==> src/rtl/pipe_pkg.sv <==
`default_nettype none
// ============================================================================
//  Package  : pipe_pkg
//  Purpose  : Shared types and constants for the pipeline-boundary register.
//  Revision : 1.0  initial release
// ============================================================================
package pipe_pkg;

    // Occupancy of a pipeline stage (main register plus skid register)
    typedef enum logic [1:0] {
        EMPTY = 2'd0,
        ONE   = 2'd1,
        FULL  = 2'd2
    } pipe_state_t;

    // Width and ceiling of the performance counters
    localparam int                    PIPE_CNT_W   = 32;
    localparam logic [PIPE_CNT_W-1:0] PIPE_CNT_MAX = {PIPE_CNT_W{1'b1}};

endpackage : pipe_pkg
`default_nettype wire

==> src/rtl/pipe_sat_cnt.sv <==
`default_nettype none
// ============================================================================
//  Module   : pipe_sat_cnt
//  Purpose  : Enabled up-counter that sticks at its maximum value.
//             Cleared only by the asynchronous active-low reset.
//  Revision : 1.0  initial release
// ============================================================================
module pipe_sat_cnt
    import pipe_pkg::*;
(
    input  logic                  clk,
    input  logic                  rst_n,
    input  logic                  en,
    output logic [PIPE_CNT_W-1:0] count
);

    // Count enabled cycles, holding once the ceiling is reached
    always_ff @(posedge clk or negedge rst_n) begin
        if (!rst_n) begin
            count <= '0;
        end else if (en && (count != PIPE_CNT_MAX)) begin
            count <= count + 1'b1;
        end
    end

endmodule : pipe_sat_cnt
`default_nettype wire

==> src/rtl/pipe_stage_reg.sv <==
`default_nettype none
// ============================================================================
//  Module   : pipe_stage_reg
//  Purpose  : Parametrised pipeline-boundary register with valid/ready
//             handshake, 2-entry skid buffer and synchronous flush.
//             Define PIPE_STAGE_PERF_EN to add stall/bubble counters.
//  Revision : 1.0  initial release
// ============================================================================
module pipe_stage_reg
    import pipe_pkg::*;
#(
    parameter int                DATA_W      = 96,
    parameter int                CTRL_W      = 16,
    parameter logic [CTRL_W-1:0] BUBBLE_CTRL = '0
) (
    input  logic                  clk,
    input  logic                  rst_n,
    input  logic                  flush,
    input  logic                  in_valid,
    output logic                  in_ready,
    input  logic [CTRL_W-1:0]     in_ctrl,
    input  logic [DATA_W-1:0]     in_data,
    output logic                  out_valid,
    input  logic                  out_ready,
    output logic [CTRL_W-1:0]     out_ctrl,
`ifdef PIPE_STAGE_PERF_EN
    output logic [PIPE_CNT_W-1:0] stall_cnt,
    output logic [PIPE_CNT_W-1:0] bubble_cnt,
`endif
    output logic [DATA_W-1:0]     out_data
);

    pipe_state_t       state;
    pipe_state_t       state_nxt;
    logic              accept;
    logic              deliver;
    logic              load_main_in;
    logic              load_main_skid;
    logic              load_skid;
    logic              bubble_main;
    logic [CTRL_W-1:0] main_ctrl;
    logic [DATA_W-1:0] main_data;
    logic [CTRL_W-1:0] skid_ctrl;
    logic [DATA_W-1:0] skid_data;

    assign accept  = in_valid & in_ready;
    assign deliver = out_valid & out_ready;

    // State register
    always_ff @(posedge clk or negedge rst_n) begin
        if (!rst_n) begin
            state <= EMPTY;
        end else begin
            state <= state_nxt;
        end
    end

    // Next-state: flush overrides every handshake
    always_comb begin
        state_nxt = state;
        if (flush) begin
            state_nxt = EMPTY;
        end else begin
            case (state)
                EMPTY:   if (accept) state_nxt = ONE;
                ONE: begin
                    if (accept && !deliver)      state_nxt = FULL;
                    else if (!accept && deliver) state_nxt = EMPTY;
                end
                FULL:    if (deliver) state_nxt = ONE;
                default: state_nxt = EMPTY;
            endcase
        end
    end

    // Handshake outputs depend on the registered state only
    always_comb begin
        in_ready  = (state != FULL);
        out_valid = (state != EMPTY);
    end

    // Datapath steering: which register loads from where this cycle
    always_comb begin
        load_main_in   = 1'b0;
        load_main_skid = 1'b0;
        load_skid      = 1'b0;
        bubble_main    = 1'b0;
        case (state)
            EMPTY: load_main_in = accept;
            ONE: begin
                load_main_in = accept & deliver;
                load_skid    = accept & ~deliver;
                bubble_main  = ~accept & deliver;
            end
            FULL:    load_main_skid = deliver;
            default: ;
        endcase
    end

    // Main and skid registers; an emptied main keeps its data but shows a no-op control
    always_ff @(posedge clk or negedge rst_n) begin
        if (!rst_n) begin
            main_ctrl <= BUBBLE_CTRL;
            main_data <= '0;
            skid_ctrl <= '0;
            skid_data <= '0;
        end else if (flush) begin
            main_ctrl <= BUBBLE_CTRL;
            main_data <= '0;
            skid_ctrl <= '0;
            skid_data <= '0;
        end else begin
            if (load_main_in) begin
                main_ctrl <= in_ctrl;
                main_data <= in_data;
            end else if (load_main_skid) begin
                main_ctrl <= skid_ctrl;
                main_data <= skid_data;
            end else if (bubble_main) begin
                main_ctrl <= BUBBLE_CTRL;
            end
            if (load_skid) begin
                skid_ctrl <= in_ctrl;
                skid_data <= in_data;
            end
        end
    end

    assign out_ctrl = main_ctrl;
    assign out_data = main_data;

`ifdef PIPE_STAGE_PERF_EN
    pipe_sat_cnt u_stall_cnt (
        .clk   (clk),
        .rst_n (rst_n),
        .en    (out_valid & ~out_ready),
        .count (stall_cnt)
    );

    pipe_sat_cnt u_bubble_cnt (
        .clk   (clk),
        .rst_n (rst_n),
        .en    (~out_valid),
        .count (bubble_cnt)
    );
`endif

endmodule : pipe_stage_reg
`default_nettype wire

==> config.mk <==
export PLATFORM = sky130hd
export DESIGN_NAME = pipe_stage_reg
export DESIGN_NICKNAME = d
export VERILOG_FILES = /design/src/rtl/pipe_pkg.sv /design/src/rtl/pipe_sat_cnt.sv /design/src/rtl/pipe_stage_reg.sv
export SDC_FILE = /design/constraint.sdc
export NUM_CORES = 1
export LEC_CHECK = 0
export CAP_MARGIN = 20
export CORE_MARGIN = 5
export CORE_UTILIZATION = 54
export DETAILED_ROUTE_END_ITERATION = 10
export GPL_ROUTABILITY_DRIVEN = 0
export MAX_ROUTING_LAYER = met4
export PLACE_DENSITY = 0.95
export SYNTH_ARGS = -nofsm -noshare
export SYNTH_HDL_FRONTEND = slang
export SYNTH_HIERARCHICAL = 1
export SYNTH_SLANG_ARGS = --single-unit
export TNS_END_PERCENT = 30
==> constraint.sdc <==
create_clock -name clk -period 3.6 [get_ports clk]
set_input_delay 0.72 -clock clk [delete_from_list [all_inputs] [get_ports clk]]
set_output_delay 0.72 -clock clk [all_outputs]
set_load 0.1 [all_outputs]
==> summary.md, run 1 <==
| Metric | Value |
|---|---|
| Asr flop ratio synth | `1.00` |
| Most common cell in the netlist | `dfrtp_1` |
| DIE AREA | `roughly 21000 um^2` |
| Fin worst setup slack | `0.813 ns` |
| Crit-path cells | `clkdlybuf4s50_1` |
| Post-Place Worst Slack | `about 0.86 ns` |
| Remaining routing DRC violations | `0` |
| Largest net degree at the start of global routing | `between 100 and 150` |
| Starting DRT DRC Count | `around 530` |
| CTS Buf Count | `24` |
| CTS tree | `built` |
| Seq/Total Area, Yosys | `0.581` |
| Max-Cap Viols | `0` |
| Tightest Pin Transition | `~1.0 ns` |
| Core region area | `approximately 18000 um^2` |
| Post-CTS Setup Inserts | `0` |
| PwrDens | `a little over 500 nW/um^2` |
| Initial antenna violation count | `0` |
| WP buf/inv | `1` |
| Vias | `around 7700` |
| Fmax | `between 0.3 and 0.4 GHz` |
| Max Slew Vio Count | `0` |
| Final setup viols | `0` |
| WP data required | `2.88 ns` |
| Detailed placement HPWL | `~16000 um` |
| Area leader, netlist | `dfrtp_1` |
| Clock tree sinks | `226` |
| I/O pins | `between 200 and 250` |
| Post-route setup TNS | `0 ns` |
| Die Y | `around 140 um` |
| Yosys top cell area share | `0.581` |
| Tcrit/Tclk final | `0.774` |
| Reg clk slew, reported paths | `0.06 ns` |
| Crit path DAT | `approximately 2.1 ns` |
| Primary FF master, synth | `dfrtp_1` |
| Final hold violation count | `0` |
| Row count | `49` |
| Final setup skew | `0.00810 ns` |
| Clk root buf | `clkbuf_16` |
| Commonest cells post-synth | `dfrtp_1, nand2_1, a22o_1, mux2i_1, o31ai_1` |
| PostCTS Resize Cnt | `0` |
| Dominant cells by area after synthesis | `dfrtp_1, a22o_1, mux2i_1` |
| Outcome | `finished, final reports clean` |
| Worst Setup End Kind | `output port` |
| Post-route antenna net violation count | `0` |
| RSZ-0062 raised after global routing | `no` |
| Worst VDD drop | `432 uV` |
| Avg Inst Size Synth | `between 10 and 15 um^2` |
| Vias per Instance | `about 6.1` |
| Crit start category | `flop` |
| Slowest CP cell | `clkdlybuf4s50_1` |
| Hold-fix buffers at CTS | `0` |
| H-tree depth | `1` |
| GRT Overall Usage | `0.251` |
| Relative slew slack | `0.303` |
| Routed WL | `around 26000 um` |
| Antenna fix cells | `0` |
| Hold Worst Slack | `0.278 ns` |
| Die width | `~140 um` |
| Syn nets | `approximately 900` |
| Filler Cell Count | `1171` |
| Leakage | `approximately 0.0057 uW` |
| Worst-Skew Late Latency | `approximately 0.50 ns` |
| GRT overflow | `0` |
| First-pass GRT wire length | `41400 um` |
| Min cycle time layout | `around 2.8 ns` |
| Routed length per placed instance | `slightly above 20 um` |
| EDFF count, synth | `0` |
| Cells after synthesis | `roughly 800` |
| Initial Utilization | `0.546` |
| Layout cells sized above 1 | `0.0753` |
| Min-Delay Path Class | `in -> async` |
| Buffers on Ports | `230` |
| Crit-path max FO | `2` |
| Yosys cell types | `28` |
| CP Class | `reg -> out` |
| Warnings from Yosys | `6` |
| Clock Tree Buf Depth | `3` |
| Crit-path max cell delay | `~1.2 ns` |
| Area grow syn2layout | `33.4%` |
| Cell area after synthesis | `9740 um^2` |
| TritonRoute pass-1 iters | `5` |
| Final nets | `1122` |
| Vias in the first global route | `8024` |
| #FFs+latches synth | `around 230` |
| CP delay by family, top | `buffers and inverters` |
## cells by family after synthesis
kind of cell | share of synthesized area
simple gates | 0.0586
compound gates | 0.213
buf+inv | 0.0470
flops | 0.581
mux | 0.101
## power by group
group,switching [uW],internal (uW),total (uW)
logic,1050,433,1480
clock network,978,1520,2500
registers,73.2,2660,2730
## cells in the final DEF, fill, tap and decap left out, types with 3 or more instances in the layout
master | Yosys | routed
a21oi_1 | 17 | 16
a22o_1 | 112 | 112
buf_12 | 0 | 11
buf_4 | 15 | 17
bufinv_16 | 0 | 3
clkbuf_1 | 24 | 4
clkbuf_16 | 0 | 25
clkdlybuf4s50_1 | 0 | 223
clkinv_2 | 0 | 9
dfrtp_1 | 226 | 226
mux2i_1 | 97 | 97
nand2_1 | 130 | 130
nor2b_1 | 4 | 3
o22ai_1 | 16 | 16
o2bb2ai_1 | 16 | 16
o31ai_1 | 96 | 96
## state kept, by name (all words and copies together), names as in the netlist
| signal | cells |
|---|---|
| out_data | 96 |
| skid_ctrl | 16 |
| state | 2 |
| skid_data | 96 |
| out_ctrl | 16 |
## final cells by class
cell class / instances / area (um^2) / area share
Tap cell: 229 / 287 / 0.0220
Timing Repair Buffer: 252 / 2590 / 0.200
Inverter: 1 / 3.75 / 0.000289
Multi-Input combinational cell: 500 / 3650 / 0.281
Clock inverter: 12 / 135 / 0.0104
Clock buffer: 31 / 668 / 0.0514
Sequential cell: 226 / 5660 / 0.435
## metrics by stage
step	util	cell area (um^2)	std cells	total power (uW)
2_1_floorplan	-	9740	806	3760
3_3_place_gp	0.683	12200	1208	4230
3_5_place_dp	0.683	12200	1208	4250
4_1_cts	0.728	13000	1251	6760
5_1_grt	0.728	13000	1251	6950
6_report	0.728	13000	1251	6710
## per-layer routing
metal  global-route usage  wire, um
met1                0.331     10400
met2                0.395     12300
met3               0.0483      2060
met4               0.0859       913
met5                    -         0
## worst paths after layout
check | cells after the start | startpoint | end | slack (ns)
max | 1 | out_data[9] | out_data[9] | 0.81
min reg2reg | 2 | out_data[13] | out_data[13] | 0.48
min | 1 | rst_n | skid_data[60] | 0.28
max in group asynchronous | 2 | rst_n | skid_data[39] | 2.50
min in group clk | 2 | out_data[13] | out_data[13] | 0.48
max reg2reg | 6 | state[1] | out_data[64] | 1.58
(Power assumes the default switching activity.)
==> inputs of run 2 (changes only) <==
--- a/config.mk
+++ b/config.mk
@@ -7,11 +7,11 @@
 export LEC_CHECK = 0
 export CAP_MARGIN = 20
 export CORE_MARGIN = 5
-export CORE_UTILIZATION = 54
+export CORE_UTILIZATION = 50
 export DETAILED_ROUTE_END_ITERATION = 10
 export GPL_ROUTABILITY_DRIVEN = 0
 export MAX_ROUTING_LAYER = met4
-export PLACE_DENSITY = 0.95
+export PLACE_DENSITY = 0.91
 export SYNTH_ARGS = -nofsm -noshare
 export SYNTH_HDL_FRONTEND = slang
 export SYNTH_HIERARCHICAL = 1
==> constraint.sdc (replaced) <==
create_clock -name clk -period 2.9 [get_ports clk]
set_input_delay 0.58 -clock clk [delete_from_list [all_inputs] [get_ports clk]]
set_output_delay 0.58 -clock clk [all_outputs]
set_load 0.1 [all_outputs]
==> run 2 against run 1 <==
Sequential cell count is the same. Clock power grew 24%. Clock skew grew 0.0055 ns. Setup slack lost 0.19 ns. Register-to-register slack lost 0.65 ns. Final cell count grew 2.4%. Non-clock buffer count shrank 3. Sequential share of layout area grew 0.96 points. Critical endpoint is now out_valid. Largest cell class unchanged. Highest routed layer unchanged.
==> summary.md, run 2 (same netlist as run 1, synthesis figures left out) <==
| Metric | Value |
|---|---|
| Outcome | `finished, final reports clean` |
| CP Class | `reg -> out` |
| Area grow syn2layout | `30.5%` |
| Max-Cap Viols | `0 (unchanged)` |
| Clock tree sinks | `226 (unchanged)` |
| Detailed placement HPWL | `15900 um (-1.9%)` |
| Core region area | `19300 um^2 (+8.4%)` |
| CTS tree | `built` |
| Clk root buf | `clkbuf_16` |
| Commonest non-fill, non-tap cell in the layout | `dfrtp_1` |
| Initial Utilization | `0.504 (-0.0422)` |
| TritonRoute pass-1 iters | `5 (unchanged)` |
| PostCTS Resize Cnt | `0 (unchanged)` |
| RSZ-0062 raised after global routing | `no` |
| Hold-fix buffers at CTS | `0 (unchanged)` |
| Placed cells | `1241 (+2.7%)` |
| WP data required | `2.32 ns (-0.56 ns)` |
| Post-route antenna net violation count | `0 (unchanged)` |
| Starting DRT DRC Count | `456 (-13%)` |
| Min cycle time layout | `~2.3 ns` |
| GRT overflow | `0 (unchanged)` |
| Final hold violation count | `0 (unchanged)` |
| First-pass GRT wire length | `41000 um (-1.1%)` |
| PwrDens | `651 nW/um^2 (+26%)` |
| Placement Cell Area | `11900 um^2 (-2.3%)` |
| Largest net degree at the start of global routing | `85 (-22%)` |
| Final setup viols | `0 (unchanged)` |
| Final nets | `1119 (-0.27%)` |
| Layout Cells excl Fill | `1281 (+2.4%)` |
| Die Y | `150 um (+3.7%)` |
| Layout cells sized above 1 | `0.176 (+0.101)` |
| Max Slew Vio Count | `0 (unchanged)` |
| Crit-path max FO | `17 (+15)` |
| Tightest Pin Transition | `0.789 ns (-0.253 ns)` |
| Vias | `7520 (-1.8%)` |
| Worst Setup End Kind | `output port` |
| Clock Tree Buf Depth | `3 (unchanged)` |
| Worst-Skew Late Latency | `0.50 ns (about the same)` |
| Row count | `51 (+4.1%)` |
| Crit start category | `flop` |
| Filler Cell Count | `1420 (+21%)` |
| GRT Overall Usage | `0.230 (-0.0216)` |
| Remaining routing DRC violations | `0 (unchanged)` |
| Post-route setup TNS | `0 ns (unchanged)` |
| DIE AREA | `22400 um^2 (+7.4%)` |
| Leakage | `0.00590 uW (+2.8%)` |
| Vias in the first global route | `7678 (-4.3%)` |
| Initial antenna violation count | `1 (+1)` |
| Tcrit/Tclk final | `0.786` |
| I/O pins | `231 (unchanged)` |
| Min-Delay Path Class | `in -> async` |
| Crit path DAT | `1.70 ns (-0.37 ns)` |
| Sequential standard cell area | `5660 um^2 (unchanged)` |
| Reg clk slew, reported paths | `0.06 ns (about the same)` |
| CTS Buf Count | `24 (unchanged)` |
| Final setup skew | `0.0136 ns (+0.00554 ns)` |
| Worst VDD drop | `529 uV (+22%)` |
| Finished layout cell area | `12700 um^2 (-2.2%)` |
| Multi-input logic area | `3650 um^2 (unchanged)` |
| Buffers on Ports | `230 (unchanged)` |
| Routed length per placed instance | `19.8 um (-3.7%)` |
| Routed WL | `25300 um (-1.4%)` |
| Fmax | `0.439 GHz` |
| Most frequent cells in the layout | `dfrtp_1, nand2_1, buf_4` |
| Die width | `150 um (+3.7%)` |
| Post-CTS Setup Inserts | `0 (unchanged)` |
| H-tree depth | `1 (unchanged)` |
| Relative slew slack | `0.474 (+0.171)` |
| Vias per Instance | `5.87 (-4.1%)` |
-- run 2: cell count changes in the layout (fill, tap and decap cells not counted) --
| cell | previous run | this run |
|---|---|---|
| diode_2 | 0 | 1 |
| buf_4 | 17 | 125 |
| clkbuf_8 | 2 | 3 |
| clkinvlp_4 | 0 | 1 |
| clkinv_2 | 9 | 3 |
| clkdlybuf4s50_1 | 223 | 114 |
| buf_12 | 11 | 9 |
-- run 2: final timing paths --
path	cells after the start	end	slack, ns	startpoint
max reg2reg	5	out_data[32]	0.93	state[1]
min	1	out_data[60]	0.09	rst_n
max in group asynchronous	2	skid_data[28]	2.06	rst_n
max	2	out_valid	0.62	state[1]
min in group clk	2	out_data[49]	0.48	out_data[49]
min reg2reg	2	out_data[49]	0.48	out_data[49]
-- run 2: final cells by class --
type                    instances  area share
clock buffers                  32      0.0536
diodes                          1    0.000197
flip-flops and latches        226       0.445
multi-input cells             500       0.287
well taps                     265      0.0261
repair buffers                249       0.179
clock inverters                 7     0.00886
inverters                       1    0.000295
-- run 2: stage by stage --
step,setup WS [ns],utilization,power [uW],hold slack [ns]
floorplan,0.538,-,4670,0.284
global placement,0.374,0.616,5220,0.460
detailed placement,0.313,0.616,5240,0.468
CTS,0.601,0.657,8360,0.0963
global route,0.565,0.658,8580,0.132
finish,0.621,0.658,8280,0.0944
-- run 2: per-layer routing --
layer	share of wire	global-route usage	wire, um
met1	0.42	0.311	10700
met2	0.47	0.351	11800
met3	0.077	0.0478	1950
met4	0.032	0.0741	818
met5	0	-	0
-- run 2: power by group --
group	leakage [uW]	switching, uW	internal [uW]
Combinational	0.00242	1290	493
Sequential	0.00309	95.5	3300
Clock	0.000389	1190	1900
-- run 2: worst max-delay path: stages (launching register included) --
cell and delay, ns:
dfrtp_1 0.44, or2_2 0.46, buf_4 0.29
==> inputs of run 3 (changes only) <==
==> constraint.sdc (replaced) <==
create_clock -name clk -period 2.2 [get_ports clk]
set_input_delay 0.44 -clock clk [delete_from_list [all_inputs] [get_ports clk]]
set_output_delay 0.44 -clock clk [all_outputs]
set_load 0.1 [all_outputs]
==> run 3 against run 2 <==
Final area grew 3.5%. Global-route usage grew 1.0 points. Setup slack lost 0.54 ns. Power grew 33%. Combinational power grew 40%. First-iteration DRC count grew 28%. Final cell count grew 2.9%. Largest cell class unchanged. Largest power group unchanged.
==> summary.md, run 3 (same netlist as run 1, synthesis figures left out) <==
| Metric | Value |
|---|---|
| Commonest non-fill, non-tap cell in the layout | `dfrtp_1` |
| Leakage | `0.00613 uW (+3.8%)` |
| Max-Cap Viols | `0 (unchanged)` |
| Fin worst setup slack | `0.0803 ns (-0.541 ns)` |
| Crit-path cells | `or2_2, buf_12` |
| Initial Utilization | `0.504 (unchanged)` |
| Post-CTS Setup Inserts | `0 (unchanged)` |
| Starting DRT DRC Count | `582 (+28%)` |
| Hold EP | `state[0]` |
| Outcome | `finished, final reports clean` |
| Placement Cell Area | `12300 um^2 (+3.6%)` |
| I/O pins | `231 (unchanged)` |
| Detailed placement HPWL | `17500 um (+10%)` |
| Int Pwr | `7540 uW (+32%)` |
| Vias in the first global route | `8044 (+4.8%)` |
| Sw Ratio | `0.316 (+0.00446)` |
| CP Class | `reg -> out` |
| Relative slew slack | `0.588 (+0.114)` |
| Logic pwr share | `0.226 (+0.010)` |
| Core region area | `19300 um^2 (unchanged)` |
| Crit-path max FO | `17 (unchanged)` |
| Sequential Power Share | `0.406 (-0.004)` |
| Worst r2r dst | `out_data[69]` |
| Pwr Total | `11000 uW (+33%)` |
| GRT Overall Usage | `0.240 (+0.0102)` |
| Finished layout cell area | `13200 um^2 (+3.5%)` |
| Final nets | `1153 (+3.0%)` |
| Hold Path Origin | `flush` |
| Remaining routing DRC violations | `0 (unchanged)` |
| Routed WL | `26800 um (+5.6%)` |
| Worst Setup End Kind | `output port` |
| Crit start category | `flop` |
| Post-route setup TNS | `0 ns (unchanged)` |
| Clock tree sinks | `226 (unchanged)` |
| Row count | `51 (unchanged)` |
| Min-Delay Path Class | `in -> reg` |
| Most frequent cells in the layout | `dfrtp_1, buf_4, nand2_1` |
| Worst VDD drop | `653 uV (+23%)` |
| PwrDens | `839 nW/um^2 (+29%)` |
| Reg2reg setup slack | `0.32 ns (-0.61 ns)` |
| WP data required | `1.76 ns (-0.56 ns)` |
| Clock Power Share | `0.368 (-0.006)` |
| TritonRoute pass-1 iters | `5 (unchanged)` |
| Crit-path max cell delay | `0.48 ns (+0.02 ns)` |
| Reg clk slew, reported paths | `0.07 ns (about the same)` |
| Vias per Instance | `5.86 (-0.25%)` |
| Routed length per placed instance | `20.3 um (+2.7%)` |
| Fmax | `0.472 GHz` |
| GRT overflow | `0 (unchanged)` |
| CTS Buf Count | `23 (-4.2%)` |
| CTS tree | `built` |
| Initial antenna violation count | `1 (unchanged)` |
| RSZ-0062 raised after global routing | `no` |
| FF-to-FF Start | `state[1]` |
| Max Slew Vio Count | `0 (unchanged)` |
| Min cycle time layout | `between 2 and 2.5 ns` |
| H-tree depth | `1 (unchanged)` |
| First-pass GRT wire length | `42600 um (+4.0%)` |
| Tcrit/Tclk final | `0.963` |
| Buffers on Ports | `230 (unchanged)` |
| Final hold violation count | `0 (unchanged)` |
| Vias | `7718 (+2.6%)` |
| Final setup viols | `0 (unchanged)` |
| Worst-Skew Late Latency | `0.50 ns (about the same)` |
| Area grow syn2layout | `35.1%` |
| Sw power | `3490 uW (+35%)` |
| Post-route antenna net violation count | `0 (unchanged)` |
| Clock Tree Buf Depth | `3 (unchanged)` |
| Final core utilization | `0.680 (+0.0227)` |
| Die width | `150 um (unchanged)` |
| Slowest CP cell | `or2_2` |
| Largest net degree at the start of global routing | `58 (-32%)` |
| Crit path DAT | `1.68 ns (-0.02 ns)` |
| DIE AREA | `22400 um^2 (unchanged)` |
| Worst hold path depth | `2` |
| Layout cells sized above 1 | `0.206 (+0.0299)` |
| Die Y | `150 um (unchanged)` |
| Post-Place Worst Slack | `-0.121 ns (-0.434 ns)` |
| Clk root buf | `clkbuf_16` |
| Final setup skew | `0.0159 ns (+0.00229 ns)` |
| Reg2Reg Depth | `6 (+1)` |
| Tightest Pin Transition | `0.619 ns (-0.171 ns)` |
run 3: changes by cell type in the layout (fill, tap and decap cells not counted), sizes merged:
cell	previous run	this run
buf	135	169
clkinvlp	1	4
dlygate4sd3	0	1
clkbuf	32	31
run 3: worst max-delay path by stage:
stage,slack (ns),cells past startpoint,end,start
after CTS,0.02,2,in_ready,state[1]
after floorplan,0.41,6,out_ctrl[10],state[1]
after global placement,-0.06,6,out_data[45],in_valid
after detailed placement,-0.12,7,out_data[55],in_valid
after global routing,0.02,2,out_valid,state[1]
final,0.08,2,out_valid,state[1]
run 3: metrics by stage:
stage	std cells	hold slack, ns
2_1_floorplan	806	0.144
3_3_place_gp	1275	0.396
3_5_place_dp	1275	0.399
4_1_cts	1317	0.216
5_1_grt	1318	0.219
6_report	1318	0.235
run 3: layer usage:
layer,part of all wire,track usage
met5,0,-
met4,0.022,0.0604
met3,0.092,0.0521
met2,0.48,0.387
met1,0.40,0.314
run 3: timing repair:
item	4_1_cts	5_1_grt
endpoints found under the setup margin	0	1
endpoints found under the hold margin	50	0
resized for setup	0	1
hold buffers	1	0
run 3: power by group through the flow:
stage | Clock, uW | Combinational (uW) | Sequential [uW]
after global routing | 4320 | 2610 | 4500
final | 4060 | 2500 | 4480
after floorplan | 0 | 632 | 5530
after detailed placement | 0 | 2490 | 4550
after global placement | 0 | 2460 | 4540
after CTS | 4140 | 2510 | 4480
run 3: layout make-up:
type,instances,area (um^2)
Antenna cell,1,2.50
Clock buffer,31,656
Clock inverter,10,135
Fill cell,1322,6180
Inverter,1,3.75
Multi-Input combinational cell,500,3650
Sequential cell,226,5660
Tap cell,265,332
Timing Repair Buffer,284,2720
run 3: critical path, delay by kind of cell (launching register included):
kind,cells,cell delay [ns]
simple gates,1,0.48
flops,1,0.45
buf+inv,1,0.24
